File: src/rtl/chrom_eval_sequencer.sv
// Sequences one fitness evaluation of the evolved circuit: load, then apply/settle/sample
// each test vector, accumulating per-output-bit mismatch counts for the HPS.
module chrom_eval_sequencer #(
    parameter int NUM_SEQ  = 16,
    parameter int DATA_W   = 8,
    parameter int SUM_W    = 32,
    parameter int SETTLE_W = 8
) (
    input  logic                      iClock,
    input  logic                      iResetN,
    input  logic                      iStartProcessing,
    input  logic                      iDoneProcessingFeedback,
    output logic                      oReadyToProcess,
    output logic                      oDoneProcessing,
    input  logic [NUM_SEQ*DATA_W-1:0] iInputSequence,
    input  logic [NUM_SEQ*DATA_W-1:0] iExpectedOutput,
    input  logic [SETTLE_W-1:0]       iSettleCycles,
    input  logic                      iStall,
    input  logic [3:0]                iStallIndex,
    output logic                      oCircuitLoad,
    output logic [DATA_W-1:0]         oCircuitInput,
    input  logic [DATA_W-1:0]         iCircuitOutput,
    output logic [DATA_W*SUM_W-1:0]   oErrorSums,
    output logic [2:0]                oState
);

    // state  | meaning
    // IDLE   | ready for a start request
    // LOAD   | circuit latches chromosome; sums/index cleared, vectors snapshotted
    // APPLY  | drive snapshot[index] to the circuit, load settle counter
    // SETTLE | count down settle cycles (debug stall may freeze here)
    // SAMPLE | accumulate mismatches for the current vector
    // DONE   | results valid, waiting for HPS acknowledge
    // ACK    | waiting for start and feedback to both drop
    localparam logic [2:0] IDLE   = 3'd0;
    localparam logic [2:0] LOAD   = 3'd1;
    localparam logic [2:0] APPLY  = 3'd2;
    localparam logic [2:0] SETTLE = 3'd3;
    localparam logic [2:0] SAMPLE = 3'd4;
    localparam logic [2:0] DONE   = 3'd5;
    localparam logic [2:0] ACK    = 3'd6;

    localparam int IDX_W = $clog2(NUM_SEQ);
    localparam logic [IDX_W-1:0]    LAST_IDX   = IDX_W'(NUM_SEQ - 1);
    localparam logic [SETTLE_W-1:0] SETTLE_ONE = SETTLE_W'(1);
    localparam logic [SUM_W-1:0]    SUM_ONE    = SUM_W'(1);

    logic [2:0]          state;
    logic [IDX_W-1:0]    idx;
    logic [SETTLE_W-1:0] settle_cnt;
    logic [DATA_W-1:0]   in_snap  [NUM_SEQ];
    logic [DATA_W-1:0]   exp_snap [NUM_SEQ];
    logic [SUM_W-1:0]    sums     [DATA_W];
    logic                stall_hit;

    assign stall_hit = iStall && (idx == iStallIndex[IDX_W-1:0]);

    always_ff @(posedge iClock) begin
        if (!iResetN) begin
            state         <= IDLE;
            idx           <= '0;
            settle_cnt    <= '0;
            oCircuitInput <= '0;
            for (int k = 0; k < NUM_SEQ; k++) begin
                in_snap[k]  <= '0;
                exp_snap[k] <= '0;
            end
            for (int b = 0; b < DATA_W; b++) sums[b] <= '0;
        end else begin
            case (state)
                IDLE: if (iStartProcessing) state <= LOAD;
                LOAD: begin
                    idx <= '0;
                    for (int k = 0; k < NUM_SEQ; k++) begin
                        in_snap[k]  <= iInputSequence[k*DATA_W +: DATA_W];
                        exp_snap[k] <= iExpectedOutput[k*DATA_W +: DATA_W];
                    end
                    for (int b = 0; b < DATA_W; b++) sums[b] <= '0;
                    state <= APPLY;
                end
                APPLY: begin
                    oCircuitInput <= in_snap[idx];
                    settle_cnt    <= iSettleCycles;
                    state         <= (iSettleCycles == '0) ? SAMPLE : SETTLE;
                end
                SETTLE: if (!stall_hit) begin
                    settle_cnt <= settle_cnt - SETTLE_ONE;
                    if (settle_cnt == SETTLE_ONE) state <= SAMPLE;
                end
                SAMPLE: begin
                    // Saturate rather than wrap so a huge error never looks like a small one.
                    for (int b = 0; b < DATA_W; b++) begin
                        if ((iCircuitOutput[b] ^ exp_snap[idx][b]) && !(&sums[b]))
                            sums[b] <= sums[b] + SUM_ONE;
                    end
                    if (idx == LAST_IDX) begin
                        state <= DONE;
                    end else begin
                        idx   <= idx + 1'b1;
                        state <= APPLY;
                    end
                end
                DONE: if (iDoneProcessingFeedback) state <= ACK;
                ACK:  if (!iDoneProcessingFeedback && !iStartProcessing) state <= IDLE;
                default: state <= IDLE;
            endcase
        end
    end

    always_comb begin
        oErrorSums = '0;
        for (int b = 0; b < DATA_W; b++) oErrorSums[b*SUM_W +: SUM_W] = sums[b];
    end

    assign oReadyToProcess = (state == IDLE);
    assign oDoneProcessing = (state == DONE);
    assign oCircuitLoad    = (state == LOAD);
    assign oState          = state;

endmodule

File: config.mk
export PLATFORM = sky130hd
export DESIGN_NAME = chrom_eval_sequencer
export DESIGN_NICKNAME = d
export VERILOG_FILES = /design/src/rtl/chrom_eval_sequencer.sv
export SDC_FILE = /design/constraint.sdc
export NUM_CORES = 1
export LEC_CHECK = 0
export CORE_ASPECT_RATIO = 1.25
export CORE_UTILIZATION = 46
export DETAILED_ROUTE_END_ITERATION = 10
export PLACE_DENSITY = 0.83
export SYNTH_ARGS = -nofsm -noshare
export SYNTH_HDL_FRONTEND = slang
export SYNTH_SLANG_ARGS = --single-unit
File: constraint.sdc
create_clock -name iClock -period 21.8 [get_ports iClock]
set_clock_uncertainty 0.2 [all_clocks]
set_input_delay 4.36 -clock iClock [delete_from_list [all_inputs] [get_ports iClock]]
set_output_delay 4.36 -clock iClock [all_outputs]
set_load 0.005 [all_outputs]
======== Word-level counts from Yosys, hierarchy flattened ========
Memories as Yosys holds them, arrays and structs flattened. A register that Yosys moved wholly into a read port is not among the register bits.
Index checks and enable logic that the tools add are counted.
operators by class
  bitwise operators ....................... 56
  multiplexer cells ....................... 98
  equal/unequal tests ..................... 15
  reduce and logical (&&, ||, !) cells .... 36
  add/subtract/negate cells ............... 10
operators with widths
  cell                                                                   count
  32-bit two-way mux                                                     16
  8-bit two-way mux                                                      33
  32-bit by 1-bit adder with 32-bit output, second input constant        8
  32-bit AND reduction                                                   8
  1-bit bitwise OR                                                       48
  1-bit two-way mux                                                      36
  3-bit two-way mux                                                      7
  3-bit case mux with 7 select lines                                     1
  8-bit case mux with 2 select lines                                     1
  4-bit two-way mux                                                      3
  2-bit inequality test, second input constant                           6
  1-bit zero test                                                        11
  1-bit logical AND                                                      10
  3-bit equality test, second input constant                             3
  8-bit by 1-bit equality test with 1-bit output, second input constant  1
  8-bit zero test                                                        1
  4-bit case mux with 2 select lines                                     1
  8-bit by 1-bit subtractor with 8-bit output, second input constant     1
  1-bit XOR                                                              8
  3-bit by 2-bit equality test with 1-bit output, second input constant  2
  5-bit AND reduction                                                    1
  4-bit by 1-bit adder with 4-bit output, second input constant          1
  4-bit equality test                                                    1
  4-bit equality test, second input constant                             1
  other kinds (4)                                                        6
storage, ports and cells
  output and inout bits ................... 270
  word-level logic and storage cells ...... 221
  input bits .............................. 281
  memories ................................ 3
  memory bits (writable) .................. 512
  register bits ........................... 15
memory list
  name      words  bits a word  read ports  clocked after Yosys merged registers in  wr ports  RTL line  RTL
  sums      8      32           8           0                                        8         53        logic [SUM_W-1:0] sums [DATA_W];
  exp_snap  16     8            1           1                                        16        52        logic [DATA_W-1:0] exp_snap [NUM_SEQ];
  in_snap   16     8            1           1                                        16        51        logic [DATA_W-1:0] in_snap [NUM_SEQ];

======== Longest topological paths before layout ========
Gate-level depths: netlist (run 1).
  word-level depth ........................ 8
  gate-level depth with buffers ........... 10
  gate-level depth less buffers ........... 8

======== Least setup slack after synthesis (run 1) ========
Ideal clock, no wire load.
  kind .................................... input to register
  start ................................... input port iResetN
  end ..................................... register with a tool-made name
  library setup time ...................... 0.483 ns
  required time ........................... 21.117 ns
  stages on the path ...................... 6
  slack ................................... 8.934 ns
  arrival ................................. 12.183 ns
  buffers on the path ..................... 2
  path through ............................ clkbuf_1 inv_1 nor2_1 inv_1 buf_1 nor2_1
RTL lines
  item         RTL line  RTL
  from (decl)  10        input logic iResetN,

==> key figures, run 1 <==
Outcome
  – Run status: complete, no violations

Power
  – Maximum vdd ir drop: 0.07327 mV
  – Pwr/cell area: 84.53 nW/um2
  – Leak pwr: 11.94 nW

Placement
  – DP Worst Slack: 13.84 ns
  – IO buf count: 550
  – Final HPWL DP: 52630 um
  – Gpl congestion: 0.9163

Synth
  – Synth top area share: 55.02%
  – Ys Warns: 0
  – Top cell type by total area after synthesis: edfxtp_1
  – Syn_nets: 2438
  – Post-synth ARST share: 0%
  – Syn Inst Count: 2146
  – EDFF count, synth: 480
  – Synth cell types: 64
  – Sequential fraction of the synthesis area: 59.53%
  – Ranking of synthesized cells by area: edfxtp_1 (55%), mux4_2 (6.4%), xor2_1 (4.8%)
  – Synth Cell Area: 26200 um2
  – Yosys reg bits: 539
  – Avg Inst Size Synth: 12.21 um2
  – Post-synth top flop: edfxtp_1

Worst setup path
  – Critical path type: in2reg
  – Crit path max fanout: 198
  – R2R cell count: 7
  – WP data arrival: 7.30 ns
  – R2r setup slk: 17.07 ns
  – Critical Path End Type: register
  – Worst setup SP type: input port
  – Worst R2R End: sums[0][64]
  – Worst Path Required: 21.70 ns

Clock tree
  – Worst-path clk slew: 0.06 ns
  – Clock Latency Late Sink: 0.60 ns
  – Inserted Clock Buffers: 52
  – Clock sink count: 539
  – Clk buf depth: 3
  – Root Buffer: clkbuf_16
  – H-tree depth: 2
  – TritonCTS clock tree: done
  – Postcts setup bufs: 0
  – Hold_buf cts: 0
  – CTS-repair resized insts: 0

Route
  – Vias: 19347
  – DR vias/cell: 5.621
  – Drt pass-1 iters: 7
  – DRC Markers: 0
  – Post-DRT Antenna Nets: 0
  – WL/cell: 21.22 um
  – Post-Route WL: 73050 um
  – Detailed Route Iter0 Violations: 1572

Global routing
  – Initial antenna violation count: 5
  – Total GRT Usage: 24.36%
  – Number of global-route vias before repair: 19122
  – Total grt overflow: 0
  – Largest net degree at the start of global routing: 199
  – First-pass GRT wire length: 109100 um

Finish
  – Area growth syn-to-layout: 29.53%
  – Layout cell share with drive strength beyond 1: 7.016%
  – Fin util: 60.38%
  – Final nets: 2946

Floorplan
  – Starting Density: 46.62%
  – CORE AREA: 56190 um2
  – DIE WIDTH: 215.4 um
  – FP Rows: 97
  – Die area: 57910 um2
  – Die Y: 268.8 um
  – I/O pins: 551

STA
  – Unrepaired setup endpoints after global routing: false
  – FMAX: 135.2 MHz
  – Max-slew headroom: 14.14%
  – Total negative slack: 0 ns
  – # setup viols final: 0
  – Min cycle time layout: 7.396 ns
  – Fin. max-slew vios: 0
  – Worst-Margin Slew: 1.285 ns
  – Final setup margin: 14.40 ns
  – Tcrit/Tclk final: 33.93%
  – Final Hold Vio Count: 0

Run
  – Max cap viols: 0

Hold path
  – Worst hold endpoint: oCircuitInput[6]
  – Hold depth: 2
  – Min-delay src: oCircuitInput[6]
  – Hold Path Class: reg2reg
-- metrics by stage --
step	power, mW	cells	hold slack, ns	area, um2
2_1_floorplan	1.707	2146	0.2527	26200
3_3_place_gp	1.973	3342	0.2435	32270
3_5_place_dp	1.999	3342	0.2579	32270
4_1_cts	2.885	3436	0.2698	33920
5_1_grt	2.969	3441	0.2946	33930
6_report	2.868	3442	0.2642	33930
-- kinds of logic after synthesis --
group	after synthesis	synth area share [%]
xor gates and xnor gates	223	7.456
AOI/OAI and AO/OA	125	2.852
adders and majority gates	11	0.5254
and+or+nand+nor	1015	20.05
DFF	539	59.53
buffers and inverters	146	2.527
muxes	87	7.064
-- power by group --
group | leakage (nW) | total [mW] | internal (mW) | switching (mW)
sequential | 5.56 | 1.46 | 1.33 | 0.127
combinational | 5.58 | 0.522 | 0.269 | 0.253
clock | 0.796 | 0.887 | 0.497 | 0.390
total | 11.9 | 2.87 | 2.10 | 0.770
-- how the worst max path moves through the flow --
| stage | endpoint | from | slack [ns] |
|---|---|---|---|
| floorplan | register | iResetN | 8.93 |
| global placement | sums[0][93] | iResetN | 13.96 |
| detailed placement | sums[0][96] | iResetN | 13.84 |
| CTS | oCircuitLoad | oState[0] | 14.40 |
| global route | sums[0][67] | iResetN | 14.16 |
| finish | exp_snap[13][5] | iResetN | 14.40 |
-- synthesized netlist by cell type, drive strengths merged, types with 22 or more instances --
| master | instances |
|---|---|
| o21ai | 42 |
| edfxtp | 480 |
| or3 | 34 |
| xnor2 | 79 |
| nor2 | 285 |
| and4 | 28 |
| clkbuf | 75 |
| inv | 30 |
| mux4 | 77 |
| nand4 | 54 |
| nand2 | 128 |
| and2 | 110 |
| nand3 | 113 |
| xor2 | 144 |
| nor3 | 22 |
| and3 | 201 |
| a21oi | 44 |
| dfxtp | 59 |
| buf | 40 |
-- routing by layer --
layer	vias to the layer above	global-route usage (%)	part of all wire, %	routed length, um
met2	810	43.47	52	38000
met5	-	0	0	0
li1	8899	-	-	-
met3	176	3.215	5.8	4209
met1	9462	29.11	38	27430
met4	0	11.83	4.7	3410
-- registers in the layout, indices dropped and copies added, names as in the netlist, named ones only --
signal and flops:
in_snap 128, settle_cnt 8, sums 256, idx 4
exp_snap 128, oState 3, oCircuitInput 8
-- critical path, cell delays in order --
cell	delay [ns]
buf_6	0.41
buf_4	0.60
inv_1	0.37
nor2_2	0.17
buf_4	0.32
inv_8	0.26
buf_12	0.32
-- cell type report --
type,count,area (um2)
antenna,6,15.01
clock buffer,67,1430
clock inverter,27,220.2
fill,4311,22260
inverter,31,126.4
multi-input combinational,1461,9950
sequential,539,15600
tap,742,928.4
timing repair buffer,569,5662
-- cell usage in the layout (no fill, tap or decap), types with 14 or more instances in the layout --
cell type and n:
nor2_1 284, a21oi_1 44, edfxtp_1 480, mux4_2 74
clkbuf_16 54, buf_4 18, nand3_1 112, or3_1 34
xor2_1 144, dfxtp_1 55, nand4_1 54, inv_1 28
o21ai_0 39, and4_1 28, nand2_1 128, and3_1 201
xnor2_1 79, nor3_1 22, nor4_1 14, clkdlybuf4s50_1 549
and2_1 109
Note: power is estimated with default switching activity, not from simulation.
==> run 2, diff against run 1 <==
- PLACE_DENSITY: 0.83 -> 0.86
- clock period: 21.8 -> 6 ns (I/O delays scaled with it)
==> key figures, run 2 (synthesized netlist as in run 1, its figures left out) <==
Global routing
  – Total grt overflow: 0
  – Initial antenna violation count: 25
  – First-pass GRT wire length: 112400 um
  – Number of global-route vias before repair: 19518
  – Total GRT Usage: 25.03%
  – Largest net degree at the start of global routing: 143

Placement
  – Inst Count DP: 3346
  – Gpl congestion: 0.9075
  – DP Worst Slack: 1.537 ns
  – IO buf count: 550
  – Placed inst area: 32300 um2
  – Final HPWL DP: 54430 um

Clock tree
  – Clock Latency Late Sink: 0.60 ns
  – Postcts setup bufs: 0
  – Clock sink count: 539
  – Inserted Clock Buffers: 51
  – Root Buffer: clkbuf_16
  – TritonCTS clock tree: done
  – Worst-path clk slew: 0.07 ns
  – H-tree depth: 2
  – CTS-repair resized insts: 0
  – Clk buf depth: 3
  – Hold_buf cts: 0

Finish
  – Multi-input gate area: 9955 um2
  – Layout cell share with drive strength beyond 1: 7.265%
  – Biggest register: sums
  – Final nets: 2949
  – Max FFs per register: 256
  – FILL cells: 4166
  – Commonest non-fill, non-tap cell in the layout: clkdlybuf4s50_1
  – Fin util: 60.58%
  – Commonest cells after routing, fill and taps aside: clkdlybuf4s50_1 (549), edfxtp_1 (480), nor2_1 (284), and3_1 (201), xor2_1 (144)
  – Final non-filler cell total: 3457
  – Design area: 34040 um2
  – Area growth syn-to-layout: 29.94%
  – Sequential cell area: 15600 um2
  – Top flop regs: sums (256), exp_snap (128), in_snap (128)

STA
  – Tcrit/Tclk final: 74.41%
  – Minimum hold slack: 0.2601 ns
  – Final Hold Vio Count: 0
  – Unrepaired setup endpoints after global routing: false
  – Fin. max-slew vios: 0
  – Final setup margin: 1.536 ns
  – # setup viols final: 0
  – Worst-Margin Slew: 1.290 ns
  – Total negative slack: 0 ns
  – Max-slew headroom: 14.00%
  – FMAX: 224.0 MHz
  – Min cycle time layout: 4.464 ns

Worst setup path
  – Crit path max fanout: 32
  – Critical path type: reg2reg
  – WP data arrival: 4.50 ns
  – Worst Path Required: 6.04 ns
  – R2R cell count: 8
  – Worst R2R End: sums[1][3]
  – Critical Path Sink: sums[1][3]
  – R2r setup slk: 1.54 ns
  – Worst setup SP type: register
  – Critical Path End Type: register

Route
  – Met1 wire length: 27380 um
  – Top routing layer in use: met5
  – Vias: 19712
  – DRC Markers: 0
  – WL met2: 37790 um
  – DR vias/cell: 5.702
  – Detailed Route Iter0 Violations: 1903
  – Met3 wire len: 5492 um
  – Post-DRT Antenna Nets: 0
  – WL/cell: 21.62 um
  – Drt pass-1 iters: 5
  – Post-Route WL: 74740 um

Power
  – Switching share of power: 26.73%
  – Clock Power Share: 31.5%
  – Net Switching: 2.814 mW
  – Power consumption: 10.53 mW
  – Maximum vdd ir drop: 0.2596 mV
  – Fraction of power consumed by sequential logic: 50.6%
  – Pwr/cell area: 309.3 nW/um2
  – Combinational power share: 17.9%
  – Internal Power: 7.715 mW
  – Leak pwr: 11.99 nW

Floorplan
  – Die area: 57910 um2
  – CORE AREA: 56190 um2
  – FP Rows: 97
  – DIE WIDTH: 215.4 um
  – Starting Density: 46.62%
  – I/O pins: 551
  – Die Y: 268.8 um

Hold path
  – Hold Path Class: reg2reg

Outcome
  – Run status: complete, no violations

Run
  – Max cap viols: 0
==> run 2: changes by cell type in the layout (fill, tap and decap cells not counted), sizes merged <==
cell,change
clkbuf,-6
bufinv,+4
clkinv,+4
buf,+4
clkinvlp,-2
diode,+11
==> run 2: per-layer routing <==
| layer | track usage (%) | vias up |
|---|---|---|
| li1 | - | 8930 |
| met1 | 29.49 | 9560 |
| met2 | 43.21 | 1007 |
| met3 | 5.099 | 199 |
| met4 | 13.36 | 16 |
| met5 | 0 | - |
==> run 2: worst min-delay path by stage <==
| stage | endpoint | cells past startpoint | slack [ns] | from |
|---|---|---|---|---|
| finish | oCircuitInput[6] | 2 | 0.26 | oCircuitInput[6] |
| CTS | oCircuitInput[6] | 2 | 0.26 | oCircuitInput[6] |
| detailed placement | oCircuitInput[6] | 2 | 0.26 | oCircuitInput[6] |
| floorplan | oCircuitInput[5] | 2 | 0.25 | oCircuitInput[5] |
| global route | oCircuitInput[0] | 2 | 0.29 | oCircuitInput[0] |
| global placement | oCircuitInput[5] | 2 | 0.24 | oCircuitInput[5] |
==> run 2: cell type report <==
type	instances	area share [%]
sequential	539	45.83
clock buffer	61	3.922
inverter	31	0.3676
antenna	17	0.1250
clock inverter	33	1.066
multi-input combinational	1461	29.24
tap	742	2.727
timing repair buffer	573	16.72
==> run 2: power by group through the flow <==
stage | Sequential [mW] | Combinational (mW) | Clock, mW
final | 5.33 | 1.89 | 3.31
after global routing | 5.39 | 2.02 | 3.48
after CTS | 5.32 | 1.89 | 3.35
after detailed placement | 5.39 | 1.88 | 0
after global placement | 5.35 | 1.82 | 0
after floorplan | 5.28 | 0.877 | 0
==> run 2: worst max-delay path, cell delays in order, from the launching register on <==
cell,delay [ns]
dfxtp_2,0.84
buf_4,0.35
mux4_2,0.57
mux4_2,0.56
xor2_1,0.18
nand3_1,0.18
a41o_1,0.63
nand2_1,0.19
buf_4,0.38
